[src/rtl/regfile_wb_arbiter_if.sv]
// Writeback bus between the execute/memory stages, the decode hazard check
// and the register file write port.
interface regfile_wb_arbiter_if #(
  parameter int DW = 32
);
  logic          alu_valid;
  logic [3:0]    alu_wa;
  logic [DW-1:0] alu_wd;
  logic          alu_ready;
  logic          mem_valid;
  logic [3:0]    mem_wa;
  logic [DW-1:0] mem_wd;
  logic          mem_ready;
  logic          sb_set;
  logic [3:0]    sb_wa;
  logic [3:0]    chk_ra1;
  logic [3:0]    chk_ra2;
  logic          stall;
  logic          we;
  logic [3:0]    wa;
  logic [DW-1:0] wd;
  logic          pc_we;
  logic [DW-1:0] pc_wd;
  logic [14:0]   pending;

  modport slave (
    input  alu_valid, alu_wa, alu_wd, mem_valid, mem_wa, mem_wd,
           sb_set, sb_wa, chk_ra1, chk_ra2,
    output alu_ready, mem_ready, stall, we, wa, wd, pc_we, pc_wd, pending
  );

  modport master (
    output alu_valid, alu_wa, alu_wd, mem_valid, mem_wa, mem_wd,
           sb_set, sb_wa, chk_ra1, chk_ra2,
    input  alu_ready, mem_ready, stall, we, wa, wd, pc_we, pc_wd, pending
  );
endinterface

[src/rtl/regfile_wb_arbiter.sv]
// Register-file write-port arbiter: ALU vs load writeback with anti-starvation,
// r15 redirect to the PC path, and a load-pending scoreboard driving decode stall.
module regfile_wb_arbiter #(
  parameter int MAX_WAIT = 4,
  parameter int DW       = 32
) (
  input logic                 clk,
  input logic                 rst_n,
  regfile_wb_arbiter_if.slave bus
);
  localparam logic [3:0] WAIT_LIMIT = 4'(MAX_WAIT);
  localparam logic [3:0] PC_REG     = 4'd15;

  logic [3:0]    wait_cnt;
  logic          alu_grant;
  logic          mem_grant;
  logic          to_file;
  logic          to_pc;
  logic [3:0]    grant_wa;
  logic [DW-1:0] grant_wd;
  logic [14:0]   pending_q;
  logic [14:0]   pending_d;
  logic [15:0]   pending_ext;
  logic          we_q;
  logic [3:0]    wa_q;
  logic [DW-1:0] wd_q;
  logic          pc_we_q;
  logic [DW-1:0] pc_wd_q;
  logic          hazard1;
  logic          hazard2;

  // Loads win ties unless the ALU has been starved for MAX_WAIT cycles.
  always_comb begin
    alu_grant = bus.alu_valid && (!bus.mem_valid || wait_cnt == WAIT_LIMIT);
    mem_grant = bus.mem_valid && !alu_grant;
    grant_wa  = alu_grant ? bus.alu_wa : bus.mem_wa;
    grant_wd  = alu_grant ? bus.alu_wd : bus.mem_wd;
    to_file   = (alu_grant || mem_grant) && grant_wa != PC_REG;
    to_pc     = (alu_grant || mem_grant) && grant_wa == PC_REG;
  end

  // NOTE: state is updated with non-blocking assignments so every flop samples
  // pre-edge values regardless of block ordering.
  always_ff @(posedge clk or negedge rst_n) begin
    if (!rst_n) begin
      wait_cnt <= '0;
    end else if (!bus.alu_valid || alu_grant) begin
      wait_cnt <= '0;
    end else if (wait_cnt != WAIT_LIMIT) begin
      wait_cnt <= wait_cnt + 4'd1;
    end
  end

  // Address/data hold their last file write when a cycle carries no file write.
  always_ff @(posedge clk or negedge rst_n) begin
    if (!rst_n) begin
      we_q    <= 1'b0;
      wa_q    <= '0;
      wd_q    <= '0;
      pc_we_q <= 1'b0;
      pc_wd_q <= '0;
    end else begin
      we_q    <= to_file;
      pc_we_q <= to_pc;
      if (to_file) begin
        wa_q <= grant_wa;
        wd_q <= grant_wd;
      end
      if (to_pc) pc_wd_q <= grant_wd;
    end
  end

  // NOTE: a default assignment first in every always_comb keeps it latch-free.
  always_comb begin
    pending_d = pending_q;
    if (mem_grant && bus.mem_wa != PC_REG) pending_d[bus.mem_wa] = 1'b0;
    // Applied after the clear so a freshly issued load keeps its bit set.
    if (bus.sb_set && bus.sb_wa != PC_REG) pending_d[bus.sb_wa] = 1'b1;
  end

  always_ff @(posedge clk or negedge rst_n) begin
    if (!rst_n) pending_q <= '0;
    else        pending_q <= pending_d;
  end

  // A write sitting in the output register has not reached the file yet.
  always_comb begin
    pending_ext = {1'b0, pending_q};
    hazard1 = bus.chk_ra1 != PC_REG &&
              (pending_ext[bus.chk_ra1] || (we_q && wa_q == bus.chk_ra1));
    hazard2 = bus.chk_ra2 != PC_REG &&
              (pending_ext[bus.chk_ra2] || (we_q && wa_q == bus.chk_ra2));
  end

  assign bus.alu_ready = alu_grant;
  assign bus.mem_ready = mem_grant;
  assign bus.stall     = hazard1 || hazard2;
  assign bus.we        = we_q;
  assign bus.wa        = wa_q;
  assign bus.wd        = wd_q;
  assign bus.pc_we     = pc_we_q;
  assign bus.pc_wd     = pc_wd_q;
  assign bus.pending   = pending_q;
endmodule

[src/flat_wrapper.sv]
// flat-port wrapper written by rule: the top's interface ports become plain ports
module regfile_wb_arbiter_flat 
#(
  parameter int MAX_WAIT = 4,
  parameter int DW       = 32
)
  (clk, rst_n, bus_alu_valid, bus_alu_wa, bus_alu_wd, bus_mem_valid, bus_mem_wa, bus_mem_wd, bus_sb_set, bus_sb_wa, bus_chk_ra1, bus_chk_ra2, bus_alu_ready, bus_mem_ready, bus_stall, bus_we, bus_wa, bus_wd, bus_pc_we, bus_pc_wd, bus_pending);
  regfile_wb_arbiter_if #(.DW(DW)) bus_i ();
  input logic clk;
  input logic rst_n;
  input wire logic [$bits(bus_i.alu_valid)-1:0] bus_alu_valid;
  input wire logic [$bits(bus_i.alu_wa)-1:0] bus_alu_wa;
  input wire logic [$bits(bus_i.alu_wd)-1:0] bus_alu_wd;
  input wire logic [$bits(bus_i.mem_valid)-1:0] bus_mem_valid;
  input wire logic [$bits(bus_i.mem_wa)-1:0] bus_mem_wa;
  input wire logic [$bits(bus_i.mem_wd)-1:0] bus_mem_wd;
  input wire logic [$bits(bus_i.sb_set)-1:0] bus_sb_set;
  input wire logic [$bits(bus_i.sb_wa)-1:0] bus_sb_wa;
  input wire logic [$bits(bus_i.chk_ra1)-1:0] bus_chk_ra1;
  input wire logic [$bits(bus_i.chk_ra2)-1:0] bus_chk_ra2;
  output wire logic [$bits(bus_i.alu_ready)-1:0] bus_alu_ready;
  output wire logic [$bits(bus_i.mem_ready)-1:0] bus_mem_ready;
  output wire logic [$bits(bus_i.stall)-1:0] bus_stall;
  output wire logic [$bits(bus_i.we)-1:0] bus_we;
  output wire logic [$bits(bus_i.wa)-1:0] bus_wa;
  output wire logic [$bits(bus_i.wd)-1:0] bus_wd;
  output wire logic [$bits(bus_i.pc_we)-1:0] bus_pc_we;
  output wire logic [$bits(bus_i.pc_wd)-1:0] bus_pc_wd;
  output wire logic [$bits(bus_i.pending)-1:0] bus_pending;
  assign bus_i.alu_valid = bus_alu_valid;
  assign bus_i.alu_wa = bus_alu_wa;
  assign bus_i.alu_wd = bus_alu_wd;
  assign bus_i.mem_valid = bus_mem_valid;
  assign bus_i.mem_wa = bus_mem_wa;
  assign bus_i.mem_wd = bus_mem_wd;
  assign bus_i.sb_set = bus_sb_set;
  assign bus_i.sb_wa = bus_sb_wa;
  assign bus_i.chk_ra1 = bus_chk_ra1;
  assign bus_i.chk_ra2 = bus_chk_ra2;
  assign bus_alu_ready = bus_i.alu_ready;
  assign bus_mem_ready = bus_i.mem_ready;
  assign bus_stall = bus_i.stall;
  assign bus_we = bus_i.we;
  assign bus_wa = bus_i.wa;
  assign bus_wd = bus_i.wd;
  assign bus_pc_we = bus_i.pc_we;
  assign bus_pc_wd = bus_i.pc_wd;
  assign bus_pending = bus_i.pending;
  regfile_wb_arbiter #(.MAX_WAIT(MAX_WAIT), .DW(DW)) u_core (.clk(clk), .rst_n(rst_n), .bus(bus_i));
endmodule
[config.mk]
export PLATFORM = sky130hd
export DESIGN_NAME = regfile_wb_arbiter_flat
export DESIGN_NICKNAME = d
export VERILOG_FILES = /design/src/rtl/regfile_wb_arbiter_if.sv /design/src/rtl/regfile_wb_arbiter.sv /design/src/flat_wrapper.sv
export SDC_FILE = /design/constraint.sdc
export NUM_CORES = 1
export LEC_CHECK = 0
export ABC_AREA = 1
export BUFFER_PORTS_ARGS = -buffer_cell sky130_fd_sc_hd__buf_2
export CAP_MARGIN = 20
export CORE_AREA = 5 5 143 145
export CTS_CLUSTER_SIZE = 20
export DETAILED_ROUTE_END_ITERATION = 10
export DIE_AREA = 0 0 148 150
export GPL_TIMING_DRIVEN = 0
export HOLD_SLACK_MARGIN = 0.03
export PLACE_DENSITY = 0.51
export SYNTH_ARGS = -nofsm -noshare
export SYNTH_HDL_FRONTEND = slang
export SYNTH_SLANG_ARGS = --single-unit
[constraint.sdc]
create_clock -name clk -period 3.8 [get_ports clk]
set_input_delay 0.76 -clock clk [delete_from_list [all_inputs] [get_ports clk]]
set_output_delay 0.76 -clock clk [all_outputs]
set_load 0.01 [all_outputs]
==> impl_results.md <==
* Pwr per Cell Area at 480 nW/um^2
* Syn nets at 737
* Top-count cell post-synth: nand2_1
* Count of flip-flops with a built-in enable after synthesis at 0
* Vias at between 4,000 and 5,000
* Critical Path AT at about 2200 ps
* Sequential fraction of the synthesis area at 0.475
* Worst r2r src: u_core.wait_cnt[0]
* Antenna violations before repair at 0
* Setup crit start kind: register
* Total Nets Final at between 900 and 1,000
* Total Wirelength at about 17,000 um
* Total track usage at 0.155
* Fmax at 340 MHz
* CP Class: register to primary output
* Clock Path Buffers at 2
* FF+latch area at 2230 um^2
* Initial Utilization at 0.246
* Yosys cell types at 27
* Cell count after placement at 1,060
* RSZ-0062 raised after global routing: false
* Run status: complete, no violations
* YS warnings at 0
* Die Y-Extent at roughly 150 um
* Final core occ at 0.324
* Violation count after the first detailed-route iteration at 270
* Vias in the first global route at 4,917
* Hold Vio Cnt, Final at 0
* Top cells by count, synth: nand2_1 (293), nand3_1 (102), dfrtp_1 (89), inv_1 (43)
* # port buffers at 175
* Largest area contributor in the netlist: dfrtp_1
* DR WL/cell at 15.6 um
* Max-cap viol count at 0
* Crit path from: u_core.wait_cnt[0]
* Post-route DRC at 0
* Number of routed nets with antenna violations at 0
* Data required time of the worst path at about 3000 ps
* Total grt overflow at 0
* Actual slew at the worst max-slew pin at 602 ps
* Syn Std Cell Area at 4680 um^2
* Seq cells post-synth at a little under 90
* Final cell count without fillers at 1,076
* Row cnt at 51
* Worst Skew at 20.1 ps
* Die X at around 150 um
* Final Max Slew Viols at 0
* CTS resizes at 0
* Crit. End Element: primary output
* Minimum clock period after layout at 2940 ps
* Ant diodes at 0
* Share of the synthesized area in the top cell type at 0.475
* Detailed Routing Iterations Pass 1 at 4
* Final RePlAce weighted congestion at 0.824
* Worst vdd ir at 0.000208 V
* Largest net degree at the start of global routing at 52
* Setup-failing EPs final at 0
* Die area at 22,200 um^2
* Area grow syn2layout at 32.1%
* Total CTS buffers at 9
* Area of the multi-input gates at 2120 um^2
* Cells after Synth at 646
* Layout cells sized above 1 at 0.268
* Top_reg_cell synth: dfrtp_1
* Crit-path max FO at 10
* DP Wirelength at between 10,000 and 15,000 um
* CTS Sinks at 89
* LEAKAGE at around 3.5 nW
* Post-synthesis average cell area at 7.25 um^2
* First-pass GRT wire length at ~27,000 um
* Placeable Area at 19,100 um^2
* Fillers at 2,064
* Post-CTS Setup Bufs at 0
* Max_slew headroom at 0.599
* I/O pin count at 177
* Synth async-reset ratio at 1.00
* CTS tree: done
* Clk slew on worst S/H paths at 70 ps
* Clk_lat worst skew at 360 ps
* Total negative slack at 0 ps
* Synth area leaders: dfrtp_1 (48%), nand2_1 (23%), nand3_1 (11%)
* Hold Crit Class: input port to asynchronous set/reset pin
* CTS H-tree lvls at 3
* Hold_buf cts at 0
* CTS root buf: clkbuf_16
* Vias per inst at about 4.4
* Final Cycle Share at 0.773
final cells by class:
class	count	area share
buffer	30	0.0263
clock buffer	9	0.0364
clock inverter	7	0.0117
inverter	47	0.0285
multi-input combinational	480	0.342
sequential	89	0.360
tap	238	0.0481
timing repair buffer	176	0.146
routing by layer:
metal | part of all wire | global-route usage | vias to the layer above
met2 | 0.49 | 0.266 | 130
met5 | 0 | 0 | -
met3 | 0.056 | 0.0357 | 4
li1 | - | - | 2434
met1 | 0.45 | 0.197 | 2193
met4 | 0.0052 | 0.0397 | 0
cells by family after synthesis:
| group | share of synthesized area |
|---|---|
| compound gates | 0.0454 |
| fa+ha+maj | 0.00534 |
| xor+xnor | 0.00374 |
| simple gates | 0.398 |
| flops | 0.475 |
| buf+inv | 0.0724 |
path summary, 6_finish.rpt:
kind | end | slack (ps) | cells after the start
min in group clk | u_core.bus.pc_wd[26] | 470 | 2
worst min-delay path | u_core.bus.pc_wd[14] | 390 | 1
worst max register to register | u_core.bus.pc_wd[17] | 1620 | 13
worst min register to register | u_core.bus.pc_wd[26] | 470 | 2
worst max-delay path | bus_alu_ready | 860 | 9
max in group asynchronous | u_core.wait_cnt[1] | 2730 | 2
cell usage in the layout, fill, tap and decap left out, types with 2 or more instances in the layout:
cell       instances
a21oi_1            3
buf_1              2
buf_2            190
buf_6              4
clkbuf_1           8
clkbuf_16          9
clkinv_4           2
dfrtp_1           89
ha_1               2
inv_1             43
inv_2              4
inv_8              2
nand2_1          293
nand2_4            3
nand3_1          102
nand3b_1           5
nand4_1            3
nor2_1            21
nor2_2             4
nor3_1             2
nor4_1             3
o211ai_1           5
o21ai_0           21
o21ai_1            3
o22ai_1            4
o31ai_1            2
per-stage QoR:
stage | instance area (um^2) | hold slack (ps) | worst slack, ps | total power [W]
detailed placement | 5890 | 454 | 1000 | 0.00212
finish | 6190 | 395 | 862 | 0.00297
CTS | 6190 | 419 | 782 | 0.00302
global placement | 5860 | 449 | 984 | 0.00210
floorplan | 4680 | 453 | 1510 | 0.00168
global route | 6190 | 444 | 680 | 0.00318
registers in the layout, indices dropped and copies added (netlist names):
signal              cells
u_core.wait_cnt         4
u_core.bus.pending     15
u_core.bus.wd          32
u_core.bus.pc_we        1
u_core.bus.pc_wd       32
u_core.bus.we           1
u_core.bus.wa           4
critical path, stage by stage, from the launching register on:
cell,delay (ps)
dfrtp_1,410
inv_1,70
ha_1,160
nand3_2,110
nand2_4,130
nand2_4,80
buf_6,160
inv_2,220
buf_2,310
buf_2,180
power by group:
group	internal (W)	switching [W]	total [W]
clock network	0.000463	0.000427	0.000890
logic	0.000314	0.000491	0.000805
registers	0.00114	0.000132	0.00127
(Power assumes the default switching activity.)
